`config.mk`:
```
export PLATFORM = sky130hd
export DESIGN_NAME = spectrum_fb_writer_flat
export DESIGN_NICKNAME = d
export VERILOG_FILES = /design/src/rtl/fb_pkg.sv /design/src/rtl/spectrum_fb_writer_if.sv /design/src/rtl/bar_pixel_gen.sv /design/src/rtl/spectrum_fb_writer.sv /design/src/flat_wrapper.sv
export SDC_FILE = /design/constraint.sdc
export NUM_CORES = 1
export LEC_CHECK = 0
export CAP_MARGIN = 20
export CORE_ASPECT_RATIO = 2
export CORE_UTILIZATION = 48
export DETAILED_ROUTE_END_ITERATION = 6
export PLACE_DENSITY = 0.74
export RECOVER_POWER = 50
export SLEW_MARGIN = 40
export SYNTH_ARGS = -nofsm -noshare
export SYNTH_HDL_FRONTEND = slang
export SYNTH_SLANG_ARGS = --single-unit
export TNS_END_PERCENT = 20
```
`constraint.sdc`:
```
create_clock -name Clock -period 3.6 [get_ports Clock]
set_input_delay 0.36 -clock Clock [delete_from_list [all_inputs] [get_ports Clock]]
set_output_delay 0.36 -clock Clock [all_outputs]
set_load 0.02 [all_outputs]
```
`src/rtl/fb_pkg.sv`:
```
// Frame-buffer package shared by the writer, the LCD scan-out side and the
// SRAM controller: address layout, geometry, pixel format and colours.
package fb_pkg;

    localparam int FB_W     = 512;
    localparam int FB_H     = 128;

    localparam int ADDR_W   = 18;
    localparam int PAGE_BIT = 17;
    localparam int LR_BIT   = 16;
    localparam int Y_MSB    = 15;
    localparam int Y_LSB    = 9;
    localparam int X_MSB    = 8;
    localparam int X_LSB    = 0;
    localparam int Y_W      = Y_MSB - Y_LSB + 1;
    localparam int X_W      = X_MSB - X_LSB + 1;

    localparam int RGB_W    = 15;
    localparam int CNT_W    = 11;

    typedef logic [RGB_W-1:0]  rgb555_t;
    typedef logic [ADDR_W-1:0] fbAddr_t;

    localparam rgb555_t DEF_BAR_COLOR = 15'h03E0;
    localparam rgb555_t DEF_CAP_COLOR = 15'h7C00;
    localparam rgb555_t DEF_BG_COLOR  = 15'h0000;

    typedef enum logic {
        IDLE = 1'b0,
        DRAW = 1'b1
    } writerState_t;

    // Pack page, channel, row and column into an SRAM word address.
    function automatic fbAddr_t makeFbAddr(input logic page, input logic lr,
                                           input logic [Y_W-1:0] y,
                                           input logic [X_W-1:0] x);
        fbAddr_t a;
        a               = '0;
        a[PAGE_BIT]     = page;
        a[LR_BIT]       = lr;
        a[Y_MSB:Y_LSB]  = y;
        a[X_MSB:X_LSB]  = x;
        return a;
    endfunction

endpackage

```
`src/rtl/spectrum_fb_writer_if.sv`:
```
// Bin input stream plus SRAM write request bus of the frame-buffer writer.
// The master side is the writer; the slave side is the analyser/SRAM world.
interface spectrum_fb_writer_if;
    import fb_pkg::*;

    logic             BinValid;
    logic             BinReady;
    logic             BinChannel;
    logic [X_W-1:0]   BinIndex;
    logic [Y_W-1:0]   BinHeight;

    logic             WrReq;
    logic             WrAck;
    fbAddr_t          WrAddr;
    rgb555_t          WrData;

    modport master (
        input  BinValid, BinChannel, BinIndex, BinHeight, WrAck,
        output BinReady, WrReq, WrAddr, WrData
    );

    modport slave (
        output BinValid, BinChannel, BinIndex, BinHeight, WrAck,
        input  BinReady, WrReq, WrAddr, WrData
    );
endinterface

```
`src/rtl/bar_pixel_gen.sv`:
```
// Colour of one pixel of a bar column: background above the bar, a cap
// pixel on the top row of the bar, bar body below it (y grows downwards).
module bar_pixel_gen import fb_pkg::*; #(
    parameter rgb555_t BAR_COLOR = DEF_BAR_COLOR,
    parameter rgb555_t CAP_COLOR = DEF_CAP_COLOR,
    parameter rgb555_t BG_COLOR  = DEF_BG_COLOR
) (
    input  logic [Y_W-1:0] y,
    input  logic [Y_W-1:0] height,
    output rgb555_t        color
);

    // 8 bits so that height 0 puts the cap row at 128, below the column.
    logic [Y_W:0] capRow;
    assign capRow = (Y_W+1)'(FB_H) - {1'b0, height};

    // Select colour by comparing the row against the cap row.
    always_comb begin
        color = BG_COLOR;
        if ({1'b0, y} == capRow) begin
            color = CAP_COLOR;
        end else if ({1'b0, y} > capRow) begin
            color = BAR_COLOR;
        end
    end

endmodule

```
`src/rtl/spectrum_fb_writer.sv`:
```
// Producer end of the dual-page frame buffer: renders one 128-pixel bar
// column per accepted bin into the back page and flips pages on NewFrame
// once both channels' columns are all drawn.
module spectrum_fb_writer import fb_pkg::*; #(
    parameter int      NUM_COLS  = FB_W,
    parameter rgb555_t BAR_COLOR = DEF_BAR_COLOR,
    parameter rgb555_t CAP_COLOR = DEF_CAP_COLOR,
    parameter rgb555_t BG_COLOR  = DEF_BG_COLOR
) (
    input  logic                 Clock,
    input  logic                 Reset,
    input  logic                 NewFrame,
    spectrum_fb_writer_if.master bus,
    output logic                 DispPage,
    output logic                 FrameReady,
    output logic [7:0]           SkipCount
);

    localparam logic [CNT_W-1:0] NUM_COLS_C = CNT_W'(NUM_COLS);
    localparam logic [CNT_W-1:0] FRAME_COLS = CNT_W'(2 * NUM_COLS);
    localparam logic [Y_W-1:0]   LAST_Y     = Y_W'(FB_H - 1);

    writerState_t     state;
    logic             chReg;
    logic [X_W-1:0]   xReg;
    logic [Y_W-1:0]   hReg;
    logic [Y_W-1:0]   yCnt;
    logic [CNT_W-1:0] colCount;

    logic [Y_W-1:0]   genY;
    logic [Y_W-1:0]   genH;
    rgb555_t          genColor;
    logic             binTake;
    logic             binIndexOk;

    assign binTake    = bus.BinValid & bus.BinReady;
    assign binIndexOk = {2'b00, bus.BinIndex} < NUM_COLS_C;

    // Pixel generator looks one pixel ahead: row 0 of the offered bin while
    // idle, the next row of the latched column while drawing.
    always_comb begin
        genY = '0;
        genH = bus.BinHeight;
        if (state == DRAW) begin
            genY = yCnt + Y_W'(1);
            genH = hReg;
        end
    end

    bar_pixel_gen #(
        .BAR_COLOR (BAR_COLOR),
        .CAP_COLOR (CAP_COLOR),
        .BG_COLOR  (BG_COLOR)
    ) u_pixelGen (
        .y      (genY),
        .height (genH),
        .color  (genColor)
    );

    // Writer FSM: bin intake, per-pixel write handshake, frame completion
    // and page flip / skip accounting.
    always_ff @(posedge Clock or posedge Reset) begin
        if (Reset) begin
            state        <= IDLE;
            chReg        <= 1'b0;
            xReg         <= '0;
            hReg         <= '0;
            yCnt         <= '0;
            colCount     <= '0;
            bus.BinReady <= 1'b0;
            bus.WrReq    <= 1'b0;
            bus.WrAddr   <= '0;
            bus.WrData   <= '0;
            DispPage     <= 1'b0;
            FrameReady   <= 1'b0;
            SkipCount    <= '0;
        end else begin
            bus.BinReady <= (state == IDLE) && !FrameReady;

            // FrameReady implies IDLE, so a flip never lands mid-column.
            if (NewFrame) begin
                if (FrameReady) begin
                    DispPage   <= ~DispPage;
                    FrameReady <= 1'b0;
                    colCount   <= '0;
                end else if (SkipCount != 8'hFF) begin
                    SkipCount  <= SkipCount + 8'd1;
                end
            end

            case (state)
                IDLE: begin
                    // Out-of-range bins are consumed without drawing.
                    if (binTake && binIndexOk) begin
                        chReg        <= bus.BinChannel;
                        xReg         <= bus.BinIndex;
                        hReg         <= bus.BinHeight;
                        yCnt         <= '0;
                        bus.WrReq    <= 1'b1;
                        bus.WrAddr   <= makeFbAddr(~DispPage, bus.BinChannel,
                                                   '0, bus.BinIndex);
                        bus.WrData   <= genColor;
                        bus.BinReady <= 1'b0;
                        state        <= DRAW;
                    end
                end
                DRAW: begin
                    if (bus.WrAck) begin
                        if (yCnt != LAST_Y) begin
                            yCnt       <= genY;
                            bus.WrAddr <= makeFbAddr(~DispPage, chReg, genY, xReg);
                            bus.WrData <= genColor;
                        end else begin
                            bus.WrReq  <= 1'b0;
                            colCount   <= colCount + CNT_W'(1);
                            if (colCount + CNT_W'(1) == FRAME_COLS) begin
                                FrameReady <= 1'b1;
                            end
                            state      <= IDLE;
                        end
                    end
                end
            endcase
        end
    end

endmodule

```
`src/flat_wrapper.sv`:
```
// flat-port wrapper written by rule: the top's interface ports become plain ports
module spectrum_fb_writer_flat import fb_pkg::*;
#(
    parameter int      NUM_COLS  = FB_W,
    parameter rgb555_t BAR_COLOR = DEF_BAR_COLOR,
    parameter rgb555_t CAP_COLOR = DEF_CAP_COLOR,
    parameter rgb555_t BG_COLOR  = DEF_BG_COLOR
)
  (Clock, Reset, NewFrame, DispPage, FrameReady, SkipCount, bus_BinValid, bus_BinChannel, bus_BinIndex, bus_BinHeight, bus_WrAck, bus_BinReady, bus_WrReq, bus_WrAddr, bus_WrData);
  spectrum_fb_writer_if bus_i ();
  input  logic Clock;
  input  logic Reset;
  input  logic NewFrame;
  output logic DispPage;
  output logic FrameReady;
  output logic [7:0] SkipCount;
  input wire logic [$bits(bus_i.BinValid)-1:0] bus_BinValid;
  input wire logic [$bits(bus_i.BinChannel)-1:0] bus_BinChannel;
  input wire logic [$bits(bus_i.BinIndex)-1:0] bus_BinIndex;
  input wire logic [$bits(bus_i.BinHeight)-1:0] bus_BinHeight;
  input wire logic [$bits(bus_i.WrAck)-1:0] bus_WrAck;
  output wire logic [$bits(bus_i.BinReady)-1:0] bus_BinReady;
  output wire logic [$bits(bus_i.WrReq)-1:0] bus_WrReq;
  output wire logic [$bits(bus_i.WrAddr)-1:0] bus_WrAddr;
  output wire logic [$bits(bus_i.WrData)-1:0] bus_WrData;
  assign bus_i.BinValid = bus_BinValid;
  assign bus_i.BinChannel = bus_BinChannel;
  assign bus_i.BinIndex = bus_BinIndex;
  assign bus_i.BinHeight = bus_BinHeight;
  assign bus_i.WrAck = bus_WrAck;
  assign bus_BinReady = bus_i.BinReady;
  assign bus_WrReq = bus_i.WrReq;
  assign bus_WrAddr = bus_i.WrAddr;
  assign bus_WrData = bus_i.WrData;
  spectrum_fb_writer #(.NUM_COLS(NUM_COLS), .BAR_COLOR(BAR_COLOR), .CAP_COLOR(CAP_COLOR), .BG_COLOR(BG_COLOR)) u_core (.Clock(Clock), .Reset(Reset), .NewFrame(NewFrame), .bus(bus_i), .DispPage(DispPage), .FrameReady(FrameReady), .SkipCount(SkipCount));
endmodule
```
# Word-level counts from Yosys, hierarchy flattened
# Index checks and enable logic that the tools add are counted.
dict set report word_totals {
  wordCells 73
  reg_bits 81
  in_bits 22
  out_inout_bits 45
}
dict set report classes {
  n_eq_ne 8
  magnitude_cmp 1
  n_addsub 4
  n_reduce_logical 7
  mux 36
  bitwise 4
}
# operator n
set op_table {}
lappend op_table {{$mux W15} 4}
lappend op_table {{$mux W11} 5}
lappend op_table {{$mux W18} 3}
lappend op_table {{$pmux W18 S2} 1}
lappend op_table {{$mux W7} 5}
lappend op_table {{$pmux W15 S2} 1}
lappend op_table {{$pmux W7 S2} 1}
lappend op_table {{$mux W1} 13}
lappend op_table {{$add A11 B1 Y11 const B} 1}
lappend op_table {{$eq A11 B11 Y1 const B} 1}
lappend op_table {{$mux W10} 1}
lappend op_table {{$reduce_and A3 Y1} 3}
lappend op_table {{$add A8 B1 Y8 const B} 1}
lappend op_table {{$eq A7 B8 Y1} 1}
lappend op_table {{$gt A7 B8 Y1} 1}
lappend op_table {{$ne A8 B8 Y1 const B} 1}
lappend op_table {{$sub A8 B7 Y8 const A} 1}
lappend op_table {{$add A7 B1 Y7 const B} 1}
lappend op_table {{$ne A7 B7 Y1 const B} 1}
lappend op_table {{$ne A2 B2 Y1 const B} 3}
lappend op_table {{$pmux W1 S2} 2}
lappend op_table {{$reduce_and A2 Y1} 2}
lappend op_table {{$not A1 Y1} 3}
lappend op_table {{$ne A2 B1 Y1 const B} 1}
lappend op_table {{other kinds (3)} 3}

# Logic depth before layout (Yosys ltp)
# Gate-level depths: netlist (run 1).
dict set report depth {
  depth_word 8
  ltp_mapped 12
  depth_no_buf 10
}

# Modules after synthesis
# From an unflattened synthesis (run 1), not the netlist that was laid out.
dict set report hier_totals {
  cells_unflattened 344
  hier_area_um2 3829.9
}
# mod seq_area_each_um2 cells_each n_inst area_each_um2
set modules_own_cells {}
lappend modules_own_cells {spectrum_fb_writer 1851.8 292 1 3445.8}
lappend modules_own_cells {bar_pixel_gen 0.0 52 1 384.1}

# Least setup slack after synthesis (run 1)
# Ideal clock, no wire load.
dict set report synth_path {
  kind {reg-to-reg}
  from {register u_core.state}
  to {register u_core.bus.WrData[9]}
  setup_time_ns 0.066
  stages_incl_launch_ff 13
  n_path_buf 2
  period_less_slack_ns 2.640
  t_arrival_ns 2.574
  required_ns 3.534
  path_slack_ns 0.960
  path_cell_list {dfrtp_1 > buf_2 > buf_2 > mux2i_1 > ha_1 > o21ai_0 > nor2_1 > xnor2_1 > ha_1 > nand3_1 > or2_2 > o221ai_1 > a41o_1}
}
dict set report synth_via {
  elab_chain_cells 8
  elab_cells_between_ends 16
  classes_between {add/sub (1); order compare (1); eq/ne (4); mux (8); bitwise (1); reduce/logical (1)}
}
# element line
set synth_lines {}
lappend synth_lines {{start: declaration} spectrum_fb_writer.sv:23} ;# writerState_t state;
lappend synth_lines {{start signal: assignment} spectrum_fb_writer.sv:64} ;# state <= IDLE;
lappend synth_lines {{start signal: assignment} spectrum_fb_writer.sv:104} ;# state <= DRAW;
lappend synth_lines {{start signal: assignment} spectrum_fb_writer.sv:119} ;# state <= IDLE;
lappend synth_lines {{$mux W7} spectrum_fb_writer.sv:44} ;# if (state == DRAW) begin
lappend synth_lines {{$sub A8 B7 Y8} bar_pixel_gen.sv:15} ;# assign capRow = (Y_W+1)'(FB_H) - {1'b0, height};
lappend synth_lines {{$gt A7 B8 Y1} bar_pixel_gen.sv:22} ;# end else if ({1'b0, y} > capRow) begin
lappend synth_lines {{$mux W10} bar_pixel_gen.sv:22}
lappend synth_lines {{$mux W15} bar_pixel_gen.sv:20} ;# if ({1'b0, y} == capRow) begin
lappend synth_lines {{$mux W15} spectrum_fb_writer.sv:109} ;# if (yCnt != LAST_Y) begin
lappend synth_lines {{$mux W15} spectrum_fb_writer.sv:108} ;# if (bus.WrAck) begin
lappend synth_lines {{$pmux W15 S2} spectrum_fb_writer.sv:91} ;# case (state)
lappend synth_lines {{end signal: assignment} spectrum_fb_writer.sv:102} ;# bus.WrData <= genColor;
lappend synth_lines {{end signal: assignment} spectrum_fb_writer.sv:112} ;# bus.WrData <= genColor;
lappend synth_lines {{end: declaration} spectrum_fb_writer_if.sv:19} ;# output BinReady, WrReq, WrAddr, WrData
# Parallel ways exist; a longest one is shown, timed or not. The select of a mux whose other input is x is not followed.
# A chain may end at the register's enable or synchronous reset.

# Worst setup path after layout (run 1)
# Ends and elaborated chain as after synthesis.

==> flow_metrics.py, run 1 <==
metrics = {
    "synthesis": {
        "yosys_warnings": 0,
        "synth_edf_count": 0,
        "synth_most_common_cell": "nand2_1",
        "synthTopCellsByArea": "dfrtp_1 45%, nand2_1 7.8%, mux2i_1 5.8%, a21oi_1 4.2%, ha_1 4.0%",
        "ys_seq_elements": 61,
        "yosysUniqueCellTypes": 51,
        "netlist_top_cells_count": "71 x nand2_1, 61 x dfrtp_1, 29 x a21oi_1, 20 x mux2i_1, 20 x nor3_1",
        "syn_area_sq_um": 3430,
        "async_reset_ff_share_pct": 100,
        "synthCells": 371,
        "yosys.area.top_type_share_pct": 44.5,
        "yosysSeqAreaShare_pct": 44.5,
        "synth-main-ff-cell": "dfrtp_1",
        "syn_avg_cell_area_sq_um": 9.24,
        "yosysTopAreaCell": "dfrtp_1",
    },
    "finish": {
        "drive_gt1_share_pct": 7.51,
        "fin_cells": 516,
        "antenna-diode-count": 0,
        "stdcell_area_sq_um": 4320,
        "syn_to_final_growth_pct": 25.9,
        "utilization_pct": 62.2,
        "fin_nets": 454,
    },
    "setup_path": {
        "arrival_ns": 3.10,
        "worst_ep_required_time_ns": 3.86,
        "path_class": "reg -> reg",
        "crit_fanout": 15,
        "endpoint_kind": "register",
        "crit_path_start_kind": "register",
    },
    "route": {
        "routedWlPerCell_um": 16.1,
        "drt_first_pass_iters": 4,
        "drt_iter0_markers": 145,
        "routed_wl_um": 8300,
        "via_per_inst": 5.59,
        "antenna_left": 0,
        "num_vias": 2886,
        "route.detailed.drc": 0,
    },
    "placement": {
        "place_inst": 500,
        "gp_congestion": 0.898,
        "portBuffers": 61,
        "placed_area_sq_um": 4020,
        "dp_hpwl_um": 5950,
        "pre_cts_slack_ns": 0.680,
    },
    "die": {
        "initial_core_util_pct": 49.4,
        "die_y_um": 122,
        "die_x_um": 61.8,
        "coreArea_sq_um": 6940,
        "std_cell_rows": 43,
        "ioPinCount": 67,
        "die_area_sq_um": 7510,
    },
    "grt": {
        "grt_max_degree": 36,
        "grt-ovfl-total": 0,
        "grt_pass1_vias": 2914,
        "grt_pass1_wl_um": 13600,
        "antenna_found_initial": 0,
        "track_usage_pct": 24.9,
    },
    "outcome": {
        "failed_checks": "capacitance limit, slew limit",
        "status": "finished, violations left",
    },
    "sta": {
        "worst_pin_slew_ns": 1.62,
        "min_period_ns": 2.84,
        "skew_ns": 0.00516,
        "timing.final.crit_share_pct": 78.9,
        "hold_violations": 0,
        "grt_setup_unrepaired": "no",
        "setup_slack_ns": 0.760,
        "timing.hold.ws_ns": 0.474,
        "finalMaxSlewViolations": 36,
        "setup_viol": 0,
        "fmax_mhz": 352,
        "relSlewSlack_pct": -8.52,
        "fin_tns_setup_ns": 0,
    },
    "cts": {
        "numCtsBuffers": 9,
        "cts-root-buf": "clkbuf_16",
        "worst_skew_pair.late_latency_ns": 0.33,
        "cts.sinks": 61,
        "cts_buffer_depth": 2,
        "cts_resized": 0,
        "clk_pin_slew_ns": 0.05,
        "cts_tree": "yes",
        "cts_max_level": 3,
        "ctsHoldBuffers": 0,
        "cts_setup_buffers": 0,
    },
    "power_and_ir_drop": {
        "power_mw": 2.84,
        "p_per_area_nw_per_um2": 658,
        "vdd_drop_max_mv": 0.427,
        "power.leakage_nw": 2.03,
    },
    "job": {
        "max-cap-violations": 2,
    },
    "hold_path": {
        "hold_path_class": "reg -> reg",
    },
}
power breakdown:
part	internal [mW]	switching, mW
Clock	0.573	0.298
Combinational	0.447	0.500
Sequential	0.848	0.173
Total	1.87	0.971
placed cells by master, fill, tap and decap left out, types with 11 or more instances in the layout:
master / synthesis / final
clkdlybuf4s50_1: 0 / 42
ha_1: 11 / 11
o21ai_0: 12 / 12
dlygate4sd3_1: 0 / 19
dfrtp_1: 61 / 61
nand2_1: 71 / 71
a21oi_1: 29 / 29
nor2_1: 14 / 14
nor3_1: 20 / 20
nand3_1: 16 / 15
mux2i_1: 20 / 20
layer usage:
| metal | wire (um) | global-route usage, % | vias to the layer above | part of all wire [%] |
|---|---|---|---|---|
| li1 | - | - | 1378 | - |
| met1 | 3160 | 26.2 | 1406 | 38 |
| met2 | 4540 | 42.4 | 78 | 55 |
| met3 | 240 | 5.31 | 24 | 2.9 |
| met4 | 363 | 15.8 | 0 | 4.4 |
| met5 | 0 | 0 | - | 0 |
flip-flops by register name, summed over array words and instances (netlist names), 2 cells and up:
signal,flops
u_core.xReg,9
u_core.bus.WrAddr,12
u_core.hReg,7
u_core.yCnt,6
u_core.colCount,11
u_core.SkipCount,8
u_core.bus.WrData,2
cell type report:
cell class / count / area, sq um
flip-flops and latches: 61 / 1530
inverters: 11 / 42.5
fillers: 571 / 2620
repair buffers: 65 / 641
multi-input cells: 273 / 1690
well taps: 90 / 113
clock buffers: 13 / 260
clock inverters: 3 / 43.8
worst paths after layout:
kind / from / endpoint / slack [ns] / cells after the start
setup reg to reg: u_core.state / u_core.bus.WrData[9] / 0.76 / 8
setup / recovery: u_core.state / u_core.bus.WrData[9] / 0.76 / 8
max in group asynchronous: Reset / u_core.hReg[3] / 1.71 / 3
hold reg to reg: u_core.xReg[8] / u_core.xReg[8] / 0.47 / 2
hold / removal: u_core.xReg[8] / u_core.xReg[8] / 0.47 / 2
min in group asynchronous: Reset / u_core.SkipCount[4] / 0.88 / 2
critical path: stages (launching register included):
cell and delay [ns]:
dfrtp_1 0.70, or4b_1 0.51, o2bb2a_1 0.30, xnor2_1 0.10, ha_1 0.30, nand3_1 0.11
or2_2 0.31, o221ai_1 0.21, a41o_1 0.22
cells by family after synthesis:
| kind of cell | count (synthesis) | synth area share (%) |
|---|---|---|
| flops | 61 | 44.5 |
| other cells | 1 | 0.109 |
| buf+inv | 41 | 6.53 |
| simple gates | 155 | 21.2 |
| compound gates | 59 | 10.9 |
| fa+ha+maj | 11 | 4.01 |
| mux | 27 | 8.68 |
| xor+xnor | 16 | 4.09 |
No activity file was read; power rests on OpenSTA's default activity.
==> run 2, diff against run 1 <==
clock period = 2.81 ns   (was 3.6 ns; I/O delays follow)
==> flow_metrics.py, run 2 (synthesis results as in run 1) <==
metrics = {
    "outcome": {
        "status": "finished, final reports clean",
    },
    "finish": {
        "stdcell_area_sq_um": 4320,
        "layout_common_cells": "71 x nand2_1, 61 x dfrtp_1, 41 x clkdlybuf4s50_1",
        "fin_nets": 457,
        "drive_gt1_share_pct": 7.69,
        "fin_cells": 519,
        "utilization_pct": 62.3,
        "top_register": "u_core.bus.WrAddr",
        "antenna-diode-count": 0,
        "syn_to_final_growth_pct": 26.0,
        "reg_top3": "u_core.bus.WrAddr x12, u_core.colCount x11, u_core.xReg x9",
        "final_common_cell": "nand2_1",
        "largest_reg_flops": 12,
    },
    "cts": {
        "cts_setup_buffers": 0,
        "cts_resized": 0,
        "numCtsBuffers": 9,
        "cts_max_level": 3,
        "cts-root-buf": "clkbuf_16",
        "worst_skew_pair.late_latency_ns": 0.32,
        "cts_tree": "yes",
        "cts.sinks": 61,
        "ctsHoldBuffers": 0,
        "cts_buffer_depth": 2,
        "clk_pin_slew_ns": 0.05,
    },
    "setup_path": {
        "endpoint_kind": "register",
        "path_cells": "buf_12, nor3b_1, o21ai_0, nor2_1, xnor2_1, ha_1, nand3_1, or2_2, o221ai_1, a41o_1",
        "path_depth": 10,
        "crit_fanout": 28,
        "r2r_end": "u_core.bus.WrData[9]",
        "critPathLaunch": "u_core.state",
        "reg2reg_depth": 10,
        "crit_path_start_kind": "register",
        "critPathMaxStageDelay_ns": 0.48,
        "critPathTopFamily": "compound AO/OA/AOI/OAI gates",
        "r2r_slack_ns": 0.19,
        "path_buf_inv": 1,
        "worst_ep_required_time_ns": 3.07,
        "path_class": "reg -> reg",
        "critPathSlowestCell": "dfrtp_1",
        "regToRegStartpoint": "u_core.state",
        "arrival_ns": 2.87,
    },
    "power_and_ir_drop": {
        "power_mw": 3.54,
        "vdd_drop_max_mv": 0.715,
        "internal_power_mw": 2.31,
        "p_per_area_nw_per_um2": 818,
        "swShare_pct": 34.8,
        "power_frac_comb_pct": 34.6,
        "p_clk_share_pct": 28.7,
        "netSwitchingPower_mw": 1.23,
        "power.leakage_nw": 2.04,
        "p_seq_share_pct": 36.7,
    },
    "hold_path": {
        "whs_path_depth": 2,
        "hold_path_end": "u_core.xReg[5]",
        "worstHoldStart": "u_core.xReg[5]",
        "hold_path_class": "reg -> reg",
    },
    "die": {
        "initial_core_util_pct": 49.4,
        "std_cell_rows": 43,
        "die_x_um": 61.8,
        "die_area_sq_um": 7510,
        "ioPinCount": 67,
        "coreArea_sq_um": 6940,
        "die_y_um": 122,
    },
    "route": {
        "route.detailed.drc": 0,
        "drt_iter0_markers": 117,
        "num_vias": 2864,
        "routed_wl_um": 8120,
        "routedWlPerCell_um": 15.6,
        "drt_first_pass_iters": 7,
        "via_per_inst": 5.52,
        "antenna_left": 0,
    },
    "placement": {
        "gp_congestion": 0.915,
        "portBuffers": 61,
        "placed_area_sq_um": 4050,
        "dp_hpwl_um": 5860,
        "place_inst": 503,
        "pre_cts_slack_ns": -0.00368,
    },
    "grt": {
        "grt-ovfl-total": 0,
        "grt_pass1_wl_um": 12800,
        "track_usage_pct": 23.7,
        "grt_pass1_vias": 2738,
        "grt_max_degree": 31,
        "antenna_found_initial": 0,
    },
    "job": {
        "max-cap-violations": 0,
    },
    "sta": {
        "fmax_mhz": 382,
        "timing.hold.ws_ns": 0.474,
        "min_period_ns": 2.62,
        "setup_slack_ns": 0.194,
        "grt_setup_unrepaired": "no",
        "relSlewSlack_pct": 8.58,
        "timing.final.crit_share_pct": 93.1,
        "skew_ns": 0.00454,
        "worst_pin_slew_ns": 1.37,
        "setup_viol": 0,
        "hold_violations": 0,
        "finalMaxSlewViolations": 0,
        "fin_tns_setup_ns": 0,
    },
}
-- run 2: changes by cell type in the layout (fill, tap and decap cells not counted), sizes merged --
cell	previous run	this run
buf	4	5
clkinv	3	4
clkdlybuf4s50	42	41
dlygate4sd3	19	20
clkbuf	13	14
inv	9	10
bufinv	1	0
-- run 2: layout make-up --
type,count,area (sq um)
multi-input cells,273,1690
well taps,90,113
repair buffers,68,668
clock buffers,12,256
clock inverters,4,22.5
flip-flops and latches,61,1530
fillers,548,2620
inverters,11,41.3
-- run 2: tightest hold or removal path, delay by kind of cell, from the launching register on --
kind / cells / cell delay (ns)
AND/OR/NAND/NOR: 2 / 0.10
flip-flops: 1 / 0.34
-- run 2: worst max-delay path by stage --
stage                           end  slack [ns]
3_3_place_gp   u_core.bus.WrData[9]        0.04
3_5_place_dp   u_core.bus.WrData[9]      -0.004
4_1_cts        u_core.bus.WrData[9]        0.18
6_report       u_core.bus.WrData[9]        0.19
5_1_grt        u_core.bus.WrData[9]        0.03
2_1_floorplan  u_core.bus.WrData[9]        0.17
-- run 2: power by group through the flow --
stage / logic (mW) / clock network [mW] / registers [mW]
finish: 1.22 / 1.01 / 1.30
global route: 1.34 / 1.06 / 1.33
CTS: 1.25 / 1.03 / 1.30
detailed placement: 1.24 / 0 / 1.32
global placement: 1.20 / 0 / 1.31
floorplan: 0.664 / 0 / 1.41
-- run 2: routing by layer --
| layer | part of all wire (%) | vias up | wire length (um) | GRT usage (%) |
|---|---|---|---|---|
| li1 | - | 1383 | - | - |
| met1 | 38 | 1382 | 3060 | 25.4 |
| met2 | 55 | 79 | 4490 | 41.3 |
| met3 | 3.0 | 20 | 244 | 4.25 |
| met4 | 3.9 | 0 | 319 | 13.3 |
| met5 | 0 | - | 0 | 0 |
==> run 3, diff against run 2 <==
CAP_MARGIN = not set   (was 20)
CTS_BUF_LIST = sky130_fd_sc_hd__clkbuf_16   (was not set)
==> flow_metrics.py, run 3 (synthesis results as in run 1) <==
metrics = {
    "power_and_ir_drop": {
        "p_seq_share_pct": 37.3,
        "power_frac_comb_pct": 35.2,
        "p_clk_share_pct": 27.5,
        "power_mw": 3.48,
        "vdd_drop_max_mv": 0.717,
        "internal_power_mw": 2.25,
        "power.leakage_nw": 2.03,
        "p_per_area_nw_per_um2": 808,
        "netSwitchingPower_mw": 1.23,
        "swShare_pct": 35.4,
    },
    "placement": {
        "pre_cts_slack_ns": -0.00368,
        "dp_hpwl_um": 5860,
        "gp_congestion": 0.915,
        "portBuffers": 61,
        "place_inst": 503,
    },
    "setup_path": {
        "reg2reg_depth": 10,
        "r2r_end": "u_core.bus.WrData[9]",
        "regToRegStartpoint": "u_core.state",
        "path_class": "reg -> reg",
        "r2r_slack_ns": 0.17,
        "worst_ep_required_time_ns": 3.07,
        "crit_path_start_kind": "register",
        "crit_fanout": 28,
        "arrival_ns": 2.90,
        "endpoint_kind": "register",
    },
    "grt": {
        "grt_pass1_wl_um": 12900,
        "grt-ovfl-total": 0,
        "grt_max_degree": 31,
        "antenna_found_initial": 0,
        "track_usage_pct": 23.7,
        "grt_pass1_vias": 2742,
    },
    "hold_path": {
        "whs_path_depth": 2,
        "hold_path_class": "reg -> reg",
        "worstHoldStart": "u_core.xReg[5]",
        "hold_path_end": "u_core.xReg[5]",
    },
    "cts": {
        "cts_tree": "yes",
        "worst_skew_pair.late_latency_ns": 0.32,
        "cts_buffer_depth": 2,
        "cts_setup_buffers": 0,
        "cts_resized": 0,
        "cts.sinks": 61,
        "cts-root-buf": "clkbuf_16",
        "clk_pin_slew_ns": 0.05,
        "cts_max_level": 3,
        "ctsHoldBuffers": 0,
        "numCtsBuffers": 9,
    },
    "route": {
        "via_per_inst": 5.55,
        "routed_wl_um": 8090,
        "route.detailed.drc": 0,
        "routedWlPerCell_um": 15.6,
        "antenna_left": 0,
        "drt_iter0_markers": 115,
        "num_vias": 2883,
        "drt_first_pass_iters": 6,
    },
    "finish": {
        "reg_top3": "u_core.bus.WrAddr x12, u_core.colCount x11, u_core.xReg x9",
        "layout_common_cells": "71 x nand2_1, 61 x dfrtp_1, 41 x clkdlybuf4s50_1",
        "syn_to_final_growth_pct": 25.4,
        "fin_nets": 457,
        "largest_reg_flops": 12,
        "fill_cells": 551,
        "drive_gt1_share_pct": 7.23,
        "fin_cells": 519,
        "top_register": "u_core.bus.WrAddr",
        "utilization_pct": 62.0,
        "antenna-diode-count": 0,
        "final_common_cell": "nand2_1",
    },
    "sta": {
        "setup_viol": 0,
        "relSlewSlack_pct": 8.75,
        "timing.final.crit_share_pct": 94.1,
        "fmax_mhz": 378,
        "grt_setup_unrepaired": "no",
        "hold_violations": 0,
        "finalMaxSlewViolations": 0,
        "worst_pin_slew_ns": 1.37,
        "fin_tns_setup_ns": 0,
        "skew_ns": 0.00426,
        "min_period_ns": 2.64,
        "setup_slack_ns": 0.167,
    },
    "die": {
        "initial_core_util_pct": 49.4,
        "die_area_sq_um": 7510,
        "die_y_um": 122,
        "coreArea_sq_um": 6940,
        "std_cell_rows": 43,
        "ioPinCount": 67,
        "die_x_um": 61.8,
    },
    "job": {
        "max-cap-violations": 0,
    },
    "outcome": {
        "status": "finished, final reports clean",
    },
}
run 3: cell count changes in the layout (fill, tap and decap cells not counted):
| cell | before | now |
|---|---|---|
| clkbuf_1 | 3 | 2 |
| clkbuf_8 | 2 | 0 |
| clkinv_1 | 1 | 3 |
| inv_1 | 10 | 11 |
run 3: final cells by class:
class	instances	area [sq um]	area share, %
clock buffers	9	225	5.24
clock inverters	7	33.8	0.785
inverters	11	41.3	0.960
multi-input cells	273	1690	39.4
flip-flops and latches	61	1530	35.5
well taps	90	113	2.62
repair buffers	68	668	15.5
run 3: worst max-delay path, cell delays in order (launching register included):
cell and delay [ns]:
dfrtp_1 0.49, buf_12 0.23, nor3b_1 0.15, o21ai_0 0.31, nor2_1 0.11, xnor2_1 0.15, ha_1 0.29, nand3_1 0.11
or2_2 0.31, o221ai_1 0.20, a41o_1 0.21
run 3: worst max-delay path by stage:
stage | from | end | slack (ns) | depth (start not counted)
global placement | bus_BinHeight[0] | u_core.bus.WrData[9] | 0.04 | 9
global route | u_core.state | u_core.bus.WrData[9] | 0.03 | 10
finish | u_core.state | u_core.bus.WrData[9] | 0.17 | 10
CTS | u_core.state | u_core.bus.WrData[9] | 0.18 | 10
detailed placement | bus_BinHeight[0] | u_core.bus.WrData[9] | -0.004 | 9
floorplan | u_core.state | u_core.bus.WrData[9] | 0.17 | 12
run 3: per-layer routing:
metal / part of all wire (%) / global-route usage, %
met5: 0 / 0
met4: 4.2 / 13.3
met3: 2.9 / 4.25
met2: 55 / 41.5
met1: 38 / 25.4
run 3: stage by stage:
| step | instance area, sq um | hold WS [ns] |
|---|---|---|
| after global placement | 4050 | 0.457 |
| final | 4300 | 0.474 |
| after floorplan | 3440 | 0.386 |
| after CTS | 4310 | 0.265 |
| after detailed placement | 4050 | 0.463 |
| after global routing | 4300 | 0.494 |
run 3: power by group through the flow:
stage | registers, mW | clock network [mW] | logic [mW]
after floorplan | 1.41 | 0 | 0.664
after global placement | 1.31 | 0 | 1.20
after detailed placement | 1.32 | 0 | 1.24
after CTS | 1.30 | 0.972 | 1.25
after global routing | 1.33 | 1.00 | 1.34
final | 1.30 | 0.956 | 1.22
==> RTL change (flow settings as in run 3) <==
Set the package constant `Y_LSB` to 10 (it was 9).
--- a/src/rtl/fb_pkg.sv
+++ b/src/rtl/fb_pkg.sv
@@ -10,5 +10,5 @@
     localparam int LR_BIT   = 16;
     localparam int Y_MSB    = 15;
-    localparam int Y_LSB    = 9;
+    localparam int Y_LSB    = 10;
     localparam int X_MSB    = 8;
     localparam int X_LSB    = 0;
Ports: changed (resized bus_BinHeight); port bits go from 67 to 66. No check against the original RTL was run, so the function may have changed too.
==> RTL change against run 3 <==
- sequential cell count shrank 2
- routed wire length shrank 11%
- total power grew 13%
- synthesized area shrank 6.6%
- critical path depth shrank 2
- critical endpoint unchanged
- non-clock buffer count shrank 5
- sequential share of layout area grew 0.79 points
- cell area shrank 5.4%
- largest cell class unchanged
- clock power grew 18%
- combinational power grew 20%
- setup slack gained 0.077 ns
- core utilization grew 2.0 points
==> RTL change: results (changes against run 3) <==
top cells by count, synth=nand2_1 (80), dfrtp_1 (59), o21ai_0 (29); Most flops, register=u_core.bus.WrAddr; reported net switching power=1.38 mW (+12%); Hold Crit Depth=2 (unchanged); level count of the clock H-tree=3 (unchanged); final weighted congestion in routability-driven placement=0.917 (+0.21%); end of the worst hold path=u_core.xReg[7]; global-route wire length before repair=12300 um (-4.1%); arrival time at the worst endpoint=2.77 ns (-0.13 ns); relative slew slack=0.0401 (-0.0474); static power due to leakage=1.88 nW (-7.6%); R2R depth=8 (-2); post-layout power=3.93 mW (+13%); total number of nets in the final design=421 (-7.9%); Post-route DRC=0 (unchanged); fraction of layout instances using a drive strength above 1=0.0734 (+0.00116); count of buffers added by post-CTS timing repair for setup=0 (unchanged); VDD IR max=561 uV (-22%); initial antenna violation count=0 (unchanged); delay contributed by the slowest stage of the critical path=0.47 ns (-0.02 ns); buffers added on ports=59 (-3.3%); R2R Path End=u_core.bus.WrData[9]; reg2reg setup slack=0.24 ns (+0.08 ns); Clock Skews=0.00256 ns (-0.00170 ns); count of cell types in the netlist=46 (-9.8%); vias in the first global route=2664 (-2.8%); Post-DP HPWL=4980 um (-15%); P&R area growth vs syn=27.0%; maximum number of pins on one net before global-route repair=60 (+94%); post-detailed-routing wire length=7190 um (-11%); overall routing resource usage=0.229 (-0.00822); post-route non-filler standard cell count=481 (-7.3%); worst hold margin=0.474 ns (-0.000392 ns); placed cell count=465 (-7.6%); post-synthesis async set-or-reset flop share=1.00 (unchanged); clock root buffer=clkbuf_16; outcome=complete, no violations; type of the most critical hold path=flip-flop to flip-flop; number of iterations in the first detailed-routing pass=4 (-2); biggest area contributors in the synthesized netlist=dfrtp_1 (46%), nand2_1 (9.4%), mux2i_1 (5.0%); registers with the most flip-flops=u_core.bus.WrAddr (12), u_core.colCount (11), u_core.xReg (9); pre-CTS WS=0.232 ns (+0.236 ns); Layout fillers=550 (-0.18%); placement-stage cell area=3780 um2 (-6.6%); hold wc startpoint=u_core.xReg[7]; gate count of the mapped netlist=337 (-9.2%); first element of the critical path=u_core.state; DR vias=2579 (-11%); post-synthesis sequential area ratio=0.461 (+0.0157); First DRT Iteration DRCs=107 (-7.0%); highest fanout seen on the critical path=30 (+7.1%)
[RTL change: kinds of logic (layout without fill, tap and decap cells)]
family,after synthesis,after routing,synth area share
buffers and inverters,32,85,0.0609
and+or+nand+nor,141,141,0.207
AOI/OAI and AO/OA,52,52,0.105
DFF,59,59,0.461
muxes,23,23,0.0746
xor gates and xnor gates,19,19,0.0519
adders and majority gates,10,10,0.0390
other,1,6,0.00117
[RTL change: power groups by stage]
stage | Clock, mW | Combinational [mW] | Sequential, mW
after floorplan | 0 | 0.760 | 1.49
after global placement | 0 | 1.42 | 1.34
after detailed placement | 0 | 1.46 | 1.36
after CTS | 1.15 | 1.49 | 1.35
after global routing | 1.19 | 1.63 | 1.37
final | 1.13 | 1.46 | 1.34
[RTL change: layer usage]
| metal | global-route usage | wire length, um |
|---|---|---|
| met5 | 0 | 0 |
| met4 | 0.0945 | 154 |
| met3 | 0.0418 | 257 |
| met2 | 0.391 | 3940 |
| met1 | 0.270 | 2840 |
[RTL change: final cells by class]
| class | count | area share |
|---|---|---|
| multi-input combinational | 251 | 0.377 |
| sequential | 59 | 0.363 |
| timing repair buffer | 63 | 0.152 |
| clock buffer | 9 | 0.0553 |
| tap | 86 | 0.0264 |
| clock inverter | 7 | 0.0206 |
| inverter | 6 | 0.00553 |
[RTL change: how the worst max path moves through the flow]
stage	depth (start not counted)	slack [ns]	endpoint
4_1_cts	8	0.28	u_core.bus.WrData[9]
6_report	8	0.24	u_core.bus.WrData[9]
5_1_grt	8	0.1	u_core.bus.WrData[9]
2_1_floorplan	10	0.32	u_core.bus.WrData[9]
3_3_place_gp	9	0.27	u_core.bus.WrData[9]
3_5_place_dp	9	0.23	u_core.bus.WrData[9]
[RTL change: critical path: cells and delay by family (launching register included)]
kind	cells	cell delay, ns
AOI/OAI and AO/OA	2	0.40
xor gates and xnor gates	1	0.19
adders and majority gates	1	0.30
buffers and inverters	1	0.42
DFF	1	0.47
and+or+nand+nor	3	0.67
